$ cat src/rtl/cfg_write_arbiter_if.sv
// cfg_write_arbiter_if
//   Bundles the two write-request ports, the commit strobe and the
//   arbiter's status/register outputs into one connection.
//   master : requester side (drives the requests and the commit strobe)
//   slave  : arbiter side (drives ready, err, busy and reg_out)
//   Signals:
//     a_valid/a_addr/a_data/a_ready : port A (SPI write decoder)
//     b_valid/b_addr/b_data/b_ready : port B (init/test sequencer)
//     commit  : single-cycle pulse, shadow bank -> live bank
//     err     : pulse alongside the ready of an out-of-range write
//     busy    : high during the write cycle
//     reg_out : live registers, register i at [i*DATA_W +: DATA_W]
interface cfg_write_arbiter_if #(
  parameter int NREGS  = 5,
  parameter int ADDR_W = 7,
  parameter int DATA_W = 8
);
  logic                    a_valid;
  logic [ADDR_W-1:0]       a_addr;
  logic [DATA_W-1:0]       a_data;
  logic                    a_ready;
  logic                    b_valid;
  logic [ADDR_W-1:0]       b_addr;
  logic [DATA_W-1:0]       b_data;
  logic                    b_ready;
  logic                    commit;
  logic                    err;
  logic                    busy;
  logic [NREGS*DATA_W-1:0] reg_out;

  modport master (
    output a_valid, a_addr, a_data, b_valid, b_addr, b_data, commit,
    input  a_ready, b_ready, err, busy, reg_out
  );

  modport slave (
    input  a_valid, a_addr, a_data, b_valid, b_addr, b_data, commit,
    output a_ready, b_ready, err, busy, reg_out
  );
endinterface

$ cat src/rtl/cfg_write_arbiter.sv
// cfg_write_arbiter
//   Round-robin arbiter for configuration register writes from two
//   requesters. A winner is captured in IDLE and written during the single
//   WRITE cycle that follows, so the sustained rate is one write per two
//   cycles. With SHADOW=1 writes land in a shadow bank and reach the live
//   bank only on commit; with SHADOW=0 they go straight to live.
//   Ports:
//     clk : clock, all logic on posedge
//     rst : synchronous active-high reset
//     bus : cfg_write_arbiter_if.slave (requests, commit, ready/err/busy,
//           reg_out)
//   All outputs come straight from registers.
module cfg_write_arbiter #(
  parameter int NREGS  = 5,
  parameter int ADDR_W = 7,
  parameter int DATA_W = 8,
  parameter int SHADOW = 1
) (
  input logic                clk,
  input logic                rst,
  cfg_write_arbiter_if.slave bus
);

  typedef enum logic [0:0] {
    ST_IDLE  = 1'b0,
    ST_WRITE = 1'b1
  } state_t;

  localparam logic PORT_A = 1'b0;
  localparam logic PORT_B = 1'b1;
  // Full-width limit: no truncation of the request address.
  localparam logic [ADDR_W-1:0] ADDR_LIMIT = ADDR_W'(NREGS);

  state_t            state_r;
  logic              last_grant_r;
  logic              stage_port_r;
  logic [ADDR_W-1:0] stage_addr_r;
  logic [DATA_W-1:0] stage_data_r;
  logic [DATA_W-1:0] shadow_r [NREGS];
  logic [DATA_W-1:0] live_r   [NREGS];
  logic              a_ready_r;
  logic              b_ready_r;
  logic              err_r;
  logic              busy_r;

  logic                    req_s;
  logic                    win_b_s;
  logic [ADDR_W-1:0]       win_addr_s;
  logic [DATA_W-1:0]       win_data_s;
  logic [NREGS*DATA_W-1:0] reg_out_s;

  // Winner selection: a lone request wins; on a tie the port that was not
  // granted last wins.
  always_comb begin
    req_s = bus.a_valid | bus.b_valid;
    if (bus.a_valid && bus.b_valid) begin
      win_b_s = (last_grant_r == PORT_A);
    end else if (bus.b_valid) begin
      win_b_s = 1'b1;
    end else begin
      win_b_s = 1'b0;
    end
    if (win_b_s) begin
      win_addr_s = bus.b_addr;
      win_data_s = bus.b_data;
    end else begin
      win_addr_s = bus.a_addr;
      win_data_s = bus.a_data;
    end
  end

  // Arbiter FSM, register banks and registered status outputs.
  always_ff @(posedge clk) begin
    if (rst) begin
      state_r      <= ST_IDLE;
      last_grant_r <= PORT_B;
      stage_port_r <= PORT_A;
      stage_addr_r <= '0;
      stage_data_r <= '0;
      a_ready_r    <= 1'b0;
      b_ready_r    <= 1'b0;
      err_r        <= 1'b0;
      busy_r       <= 1'b0;
      for (int i = 0; i < NREGS; i++) begin
        shadow_r[i] <= '0;
        live_r[i]   <= '0;
      end
    end else begin
      // Commit copy comes first so a same-cycle write below overrides it
      // for its own address (bypass).
      if (SHADOW != 0 && bus.commit) begin
        for (int i = 0; i < NREGS; i++) begin
          live_r[i] <= shadow_r[i];
        end
      end
      case (state_r)
        ST_IDLE: begin
          if (req_s) begin
            stage_port_r <= win_b_s ? PORT_B : PORT_A;
            stage_addr_r <= win_addr_s;
            stage_data_r <= win_data_s;
            // Ready/err/busy are set now so they are visible during WRITE.
            a_ready_r    <= ~win_b_s;
            b_ready_r    <= win_b_s;
            err_r        <= (win_addr_s >= ADDR_LIMIT);
            busy_r       <= 1'b1;
            state_r      <= ST_WRITE;
          end else begin
            a_ready_r <= 1'b0;
            b_ready_r <= 1'b0;
            err_r     <= 1'b0;
            busy_r    <= 1'b0;
            state_r   <= ST_IDLE;
          end
        end
        ST_WRITE: begin
          // Out-of-range addresses match no register, so the write drops.
          for (int i = 0; i < NREGS; i++) begin
            if (stage_addr_r == ADDR_W'(i)) begin
              if (SHADOW != 0) begin
                shadow_r[i] <= stage_data_r;
                if (bus.commit) begin
                  live_r[i] <= stage_data_r;
                end
              end else begin
                live_r[i] <= stage_data_r;
              end
            end
          end
          last_grant_r <= stage_port_r;
          a_ready_r    <= 1'b0;
          b_ready_r    <= 1'b0;
          err_r        <= 1'b0;
          busy_r       <= 1'b0;
          state_r      <= ST_IDLE;
        end
        default: begin
          a_ready_r <= 1'b0;
          b_ready_r <= 1'b0;
          err_r     <= 1'b0;
          busy_r    <= 1'b0;
          state_r   <= ST_IDLE;
        end
      endcase
    end
  end

  // Flatten the live bank onto the output bus.
  always_comb begin
    reg_out_s = '0;
    for (int i = 0; i < NREGS; i++) begin
      reg_out_s[i*DATA_W +: DATA_W] = live_r[i];
    end
  end

  assign bus.a_ready = a_ready_r;
  assign bus.b_ready = b_ready_r;
  assign bus.err     = err_r;
  assign bus.busy    = busy_r;
  assign bus.reg_out = reg_out_s;

endmodule

$ cat src/flat_wrapper.sv
// flat-port wrapper written by rule: the top's interface ports become plain ports
module cfg_write_arbiter_flat 
#(
  parameter int NREGS  = 5,
  parameter int ADDR_W = 7,
  parameter int DATA_W = 8,
  parameter int SHADOW = 1
)
  (clk, rst, bus_a_valid, bus_a_addr, bus_a_data, bus_b_valid, bus_b_addr, bus_b_data, bus_commit, bus_a_ready, bus_b_ready, bus_err, bus_busy, bus_reg_out);
  cfg_write_arbiter_if #(.NREGS(NREGS), .ADDR_W(ADDR_W), .DATA_W(DATA_W)) bus_i ();
  input logic clk;
  input logic rst;
  input wire logic [$bits(bus_i.a_valid)-1:0] bus_a_valid;
  input wire logic [$bits(bus_i.a_addr)-1:0] bus_a_addr;
  input wire logic [$bits(bus_i.a_data)-1:0] bus_a_data;
  input wire logic [$bits(bus_i.b_valid)-1:0] bus_b_valid;
  input wire logic [$bits(bus_i.b_addr)-1:0] bus_b_addr;
  input wire logic [$bits(bus_i.b_data)-1:0] bus_b_data;
  input wire logic [$bits(bus_i.commit)-1:0] bus_commit;
  output wire logic [$bits(bus_i.a_ready)-1:0] bus_a_ready;
  output wire logic [$bits(bus_i.b_ready)-1:0] bus_b_ready;
  output wire logic [$bits(bus_i.err)-1:0] bus_err;
  output wire logic [$bits(bus_i.busy)-1:0] bus_busy;
  output wire logic [$bits(bus_i.reg_out)-1:0] bus_reg_out;
  assign bus_i.a_valid = bus_a_valid;
  assign bus_i.a_addr = bus_a_addr;
  assign bus_i.a_data = bus_a_data;
  assign bus_i.b_valid = bus_b_valid;
  assign bus_i.b_addr = bus_b_addr;
  assign bus_i.b_data = bus_b_data;
  assign bus_i.commit = bus_commit;
  assign bus_a_ready = bus_i.a_ready;
  assign bus_b_ready = bus_i.b_ready;
  assign bus_err = bus_i.err;
  assign bus_busy = bus_i.busy;
  assign bus_reg_out = bus_i.reg_out;
  cfg_write_arbiter #(.NREGS(NREGS), .ADDR_W(ADDR_W), .DATA_W(DATA_W), .SHADOW(SHADOW)) u_core (.clk(clk), .rst(rst), .bus(bus_i));
endmodule
$ cat config.mk
export PLATFORM = sky130hd
export DESIGN_NAME = cfg_write_arbiter_flat
export DESIGN_NICKNAME = d
export VERILOG_FILES = /design/src/rtl/cfg_write_arbiter_if.sv /design/src/rtl/cfg_write_arbiter.sv /design/src/flat_wrapper.sv
export SDC_FILE = /design/constraint.sdc
export NUM_CORES = 1
export LEC_CHECK = 0
export ABC_AREA = 1
export CORE_MARGIN = 8
export CORE_UTILIZATION = 40
export DETAILED_ROUTE_END_ITERATION = 8
export PLACE_DENSITY = 0.67
export SKIP_LAST_GASP = 1
export SYNTH_ARGS = -nofsm -noshare
export SYNTH_HDL_FRONTEND = slang
export SYNTH_SLANG_ARGS = --single-unit
$ cat constraint.sdc
create_clock -name clk -period 4.1 [get_ports clk]
set_input_delay 0.82 -clock clk [delete_from_list [all_inputs] [get_ports clk]]
set_output_delay 0.82 -clock clk [all_outputs]
set_load 0.005 [all_outputs]
# After elaboration in Yosys (flattened, before gate mapping)
# Memories as Yosys holds them, arrays and structs flattened.
# Cells that the tools add are included.
# word_totals
ff_bits	21
mem_bits_rw	80
in_bits	35
n_memories	2
# op_classes
order_cmp	1
eq_ne	4
mux	73
bitwise	19
reduce_logical	3
# mem_list
name	words	width	rd	rd_ports_with_merged_regs	wr	line_no	text
u_core.live_r	5	8	5	0	5	cfg_write_arbiter.sv:40	logic [DATA_W-1:0] live_r [NREGS];
u_core.shadow_r	5	8	5	0	5	cfg_write_arbiter.sv:39	logic [DATA_W-1:0] shadow_r [NREGS];
# op_table
cell	n
8-bit 2-to-1 mux	16
1-bit 2-to-1 mux	52
1-bit OR	16
7-bit by 2-bit == test with 1-bit output, second input constant	2
1-bit case mux with 2 select lines	4
7-bit by 1-bit == test with 1-bit output, second input constant	1
7-bit by 3-bit == test with 1-bit output, second input constant	1
7-bit by 3-bit >= comparator with 1-bit output, second input constant	1
7-bit logical NOT	1
7-bit 2-to-1 mux	1
1-bit NOT	3
2-bit AND reduction	1
1-bit logical AND	1

# Depth between registers and ports, before layout
# depth
ltp_word	6
depth_mapped	8

# Least setup slack after synthesis
# Ideal clock, no wire load.
# synth_path
kind	input to register
start	input port rst
end	memory u_core.live_r[0][0] (enable)
setup_time_ps	304
arrival_time_ps	1584
path_slack_ps	2212
cell_stages	4
n_path_buf	2
path_cell_list	inv_2 > buf_2 > clkbuf_1 > nand2_1
# synth_rtl
item	line_no	text
from (decl)	flat_wrapper.sv:12	input logic rst;
to (decl)	cfg_write_arbiter.sv:40	

==> impl_metrics.csv <==
group,metric,value,unit
timing,fmax,365,MHz
detailed_routing,drt_iter0_drc,129,
detailed_routing,viasPerCell,4.71,
yosys,synth-edff-count,80,
global_routing,grt_pass1_vias,2871,
yosys,synth_top_family_by_area,"simple AND/OR/NAND/NOR gates",
timing,layout_min_cycle_time,2.74,ns
clock_network,postCtsHoldBufs,0,
detailed_routing,drc,0,
die,start_util,40.8,%
yosys,ys.flop_type,"edfxtp_1",
detailed_routing,routed_wl,9.16,mm
timing,grt_setup_unrepaired,"no",
clock_network,cts.htree.levels,3,
global_routing,grt_pass1_wl,14.8,mm
critical_path,rr_startpoint,"u_core.state_r",
pwr,cellPowerDensity,383,mW/mm^2
yosys,synth_cell_types,30,
die,die_h,118,um
layout,area_growth_syn_to_layout,26.1,%
critical_path,required,4.33,ns
timing,drv_slew,0,
yosys,synthMuxAreaShare,0,%
yosys,yosysSeqAreaShare,67.6,%
yosys,ys_ff_latch,101,
timing,hold_viol_final,0,
clock_network,cts_made_buffers,9,
yosys,syn-cell-area,0.00417,mm^2
pwr,p_sw,0.508,mW
global_routing,grt-ovfl-total,0,
die,die_area,0.0140,mm^2
die,io_pins,79,
clock_network,numClockSinks,101,
yosys,yosys_warnings,0,
critical_path,crit_fanout,18,
pwr,clkPwrFrac,28.4,%
detailed_routing,drtAntennaViolNets,0,
pwr,p_int,1.50,mW
detailed_routing,wl_per_cell,15.0,um
clock_network,max-clock-path-buffers,2,
pwr,static-leakage-power,2.22,nW
place,pre_cts_ws,1.02,ns
timing,fin_tns_setup,0,ns
pwr,vdd_drop_max,153,uV
layout,drive_above_1_share,8.44,%
place,dpl.hpwl,6.76,mm
run,cap_violations,0,
clock_network,cts_tree,"built",
place,globalplace.congestion,0.765,
place,port_buffers,78,
layout,nNetsFinal,504,
global_routing,antenna_found_initial,0,
yosys,synth.avg_cell_area,10.7,um^2
pwr,p_comb_share,11.1,%
critical_path,worstSetupEndpointType,"flip-flop",
timing,worst_pin_slew,0.937,ns
critical_path,critical_path_class,"in2reg",
worst_hold_path,hold_class,"reg2reg",
global_routing,grt.total_usage,13.4,%
clock_network,clkTransAtPathRegs,0.09,ns
timing,slew_headroom,37.5,%
timing,clock_skew,0.0104,ns
worst_hold_path,min_from,"u_core.stage_port_r",
pwr,p_seq_share,60.5,%
clock_network,cts_resized,0,
detailed_routing,routed-via-count,2875,
run_status,status,"complete, no violations",
global_routing,grt_max_degree,33,
die,die_w,118,um
yosys,synthXorXnorAreaFrac,0,%
timing,setup_slack,1.36,ns
detailed_routing,first_pass_iters,4,
yosys,syn_inst,390,
clock_network,cts_setup_buffers,0,
yosys,async_flop_share,0,%
clock_network,insertion_delay,0.36,ns
yosys,synth_compound_area_share,5.94,%
die,std_cell_rows,37,
yosys,synth-adder-area-share,0,%
timing,final-setup-viol-count,0,
clock_network,cts_root_buffer,"clkbuf_8",
layout,antenna_cells,0,
pwr,switching_share,25.3,%
die,core-area,0.0102,mm^2
yosys,syn-num-nets,425,
critical_path,cp.arrival,2.97,ns
critical_path,crit_path_start,"bus_commit",
yosys,synth-simple-area-share,21.0,%
critical_path,start_kind,"primary input",
timing,period_share,66.7,%
registers in the layout, indices dropped and copies added, names as in the netlist:
signal               flops
u_core.shadow_r         40
u_core.stage_port_r      1
u_core.live_r           40
u_core.state_r           1
u_core.bus.a_ready       1
u_core.bus.err           1
u_core.stage_data_r      8
u_core.bus.b_ready       1
u_core.stage_addr_r      7
u_core.last_grant_r      1
metrics by stage:
stage	instance area [um^2]	hold slack [ns]	std cells	util, %	power, mW
after floorplan	4170	0.429	390	-	1.33
after global placement	5080	0.455	594	49.6	1.46
after detailed placement	5080	0.465	594	49.6	1.47
after CTS	5260	0.478	610	51.4	2.03
after global routing	5260	0.490	610	51.4	2.10
final	5260	0.477	610	51.4	2.01
critical path, stage by stage:
cell and delay (ns):
clkdlybuf4s50_1 0.87, inv_2 0.23, nor2_4 0.35, inv_2 0.11
a31oi_2 0.37, nand2_1 0.11, nand2_1 0.08
cells in the mapped netlist, types with 2 or more instances:
cell type	number	area share [%]
a21oi_1	4	0.48
a31oi_2	2	0.60
buf_2	6	0.72
clkbuf_1	3	0.27
dfxtp_1	21	10
edfxtp_1	80	58
inv_1	40	3.6
inv_2	5	0.45
nand2_1	129	12
nand3_1	41	4.9
nand3_2	3	0.72
nor2_1	7	0.63
nor2_2	4	0.60
nor2_4	2	0.54
o211ai_1	10	1.8
o21ai_0	19	2.3
final cells by class:
class | instances | area [um^2]
repair buffers | 79 | 788
inverters | 46 | 173
flip-flops and latches | 101 | 2820
well taps | 136 | 170
clock inverters | 7 | 58.8
multi-input cells | 232 | 1120
clock buffers | 9 | 124
fillers | 909 | 4970
cells by family after synthesis:
kind of cell	after synthesis
compound gates	39
buf+inv	57
flops	101
simple gates	193
layout by cell type (no fill, tap or decap), types with 5 or more instances in the layout:
cell             Yosys  routed
o21ai_0             19      19
clkbuf_8             0       9
nand2_1            129     129
clkdlybuf4s50_1      0      78
nor2_1               7       7
o211ai_1            10      10
dfxtp_1             21      21
inv_2                5       5
edfxtp_1            80      80
nand3_1             41      41
inv_1               40      40
routing by layer:
metal | share of wire (%) | up-vias | routed length (um) | track usage, %
li1 | - | 1470 | - | -
met3 | 9.4 | 6 | 859 | 4.57
met1 | 44 | 1282 | 3990 | 16.5
met5 | 0 | - | 0 | 0
met2 | 46 | 117 | 4240 | 21.3
met4 | 0.76 | 0 | 70 | 5.12
power by group through the flow:
| stage | clock (mW) | combinational, mW | sequential (mW) |
|---|---|---|---|
| 6_report | 0.571 | 0.223 | 1.22 |
| 5_1_grt | 0.631 | 0.249 | 1.22 |
| 2_1_floorplan | 0 | 0.111 | 1.22 |
| 4_1_cts | 0.584 | 0.227 | 1.22 |
| 3_5_place_dp | 0 | 0.226 | 1.24 |
| 3_3_place_gp | 0 | 0.222 | 1.24 |
final timing paths:
path         slack (ns)  depth (start not counted)                     end
max                1.36                          7    u_core.live_r[0][25]
min                0.48                          2     u_core.last_grant_r
max reg2reg        2.41                          6  u_core.shadow_r[0][17]
min reg2reg        0.48                          2     u_core.last_grant_r
Note: power is estimated with default switching activity, not from simulation.
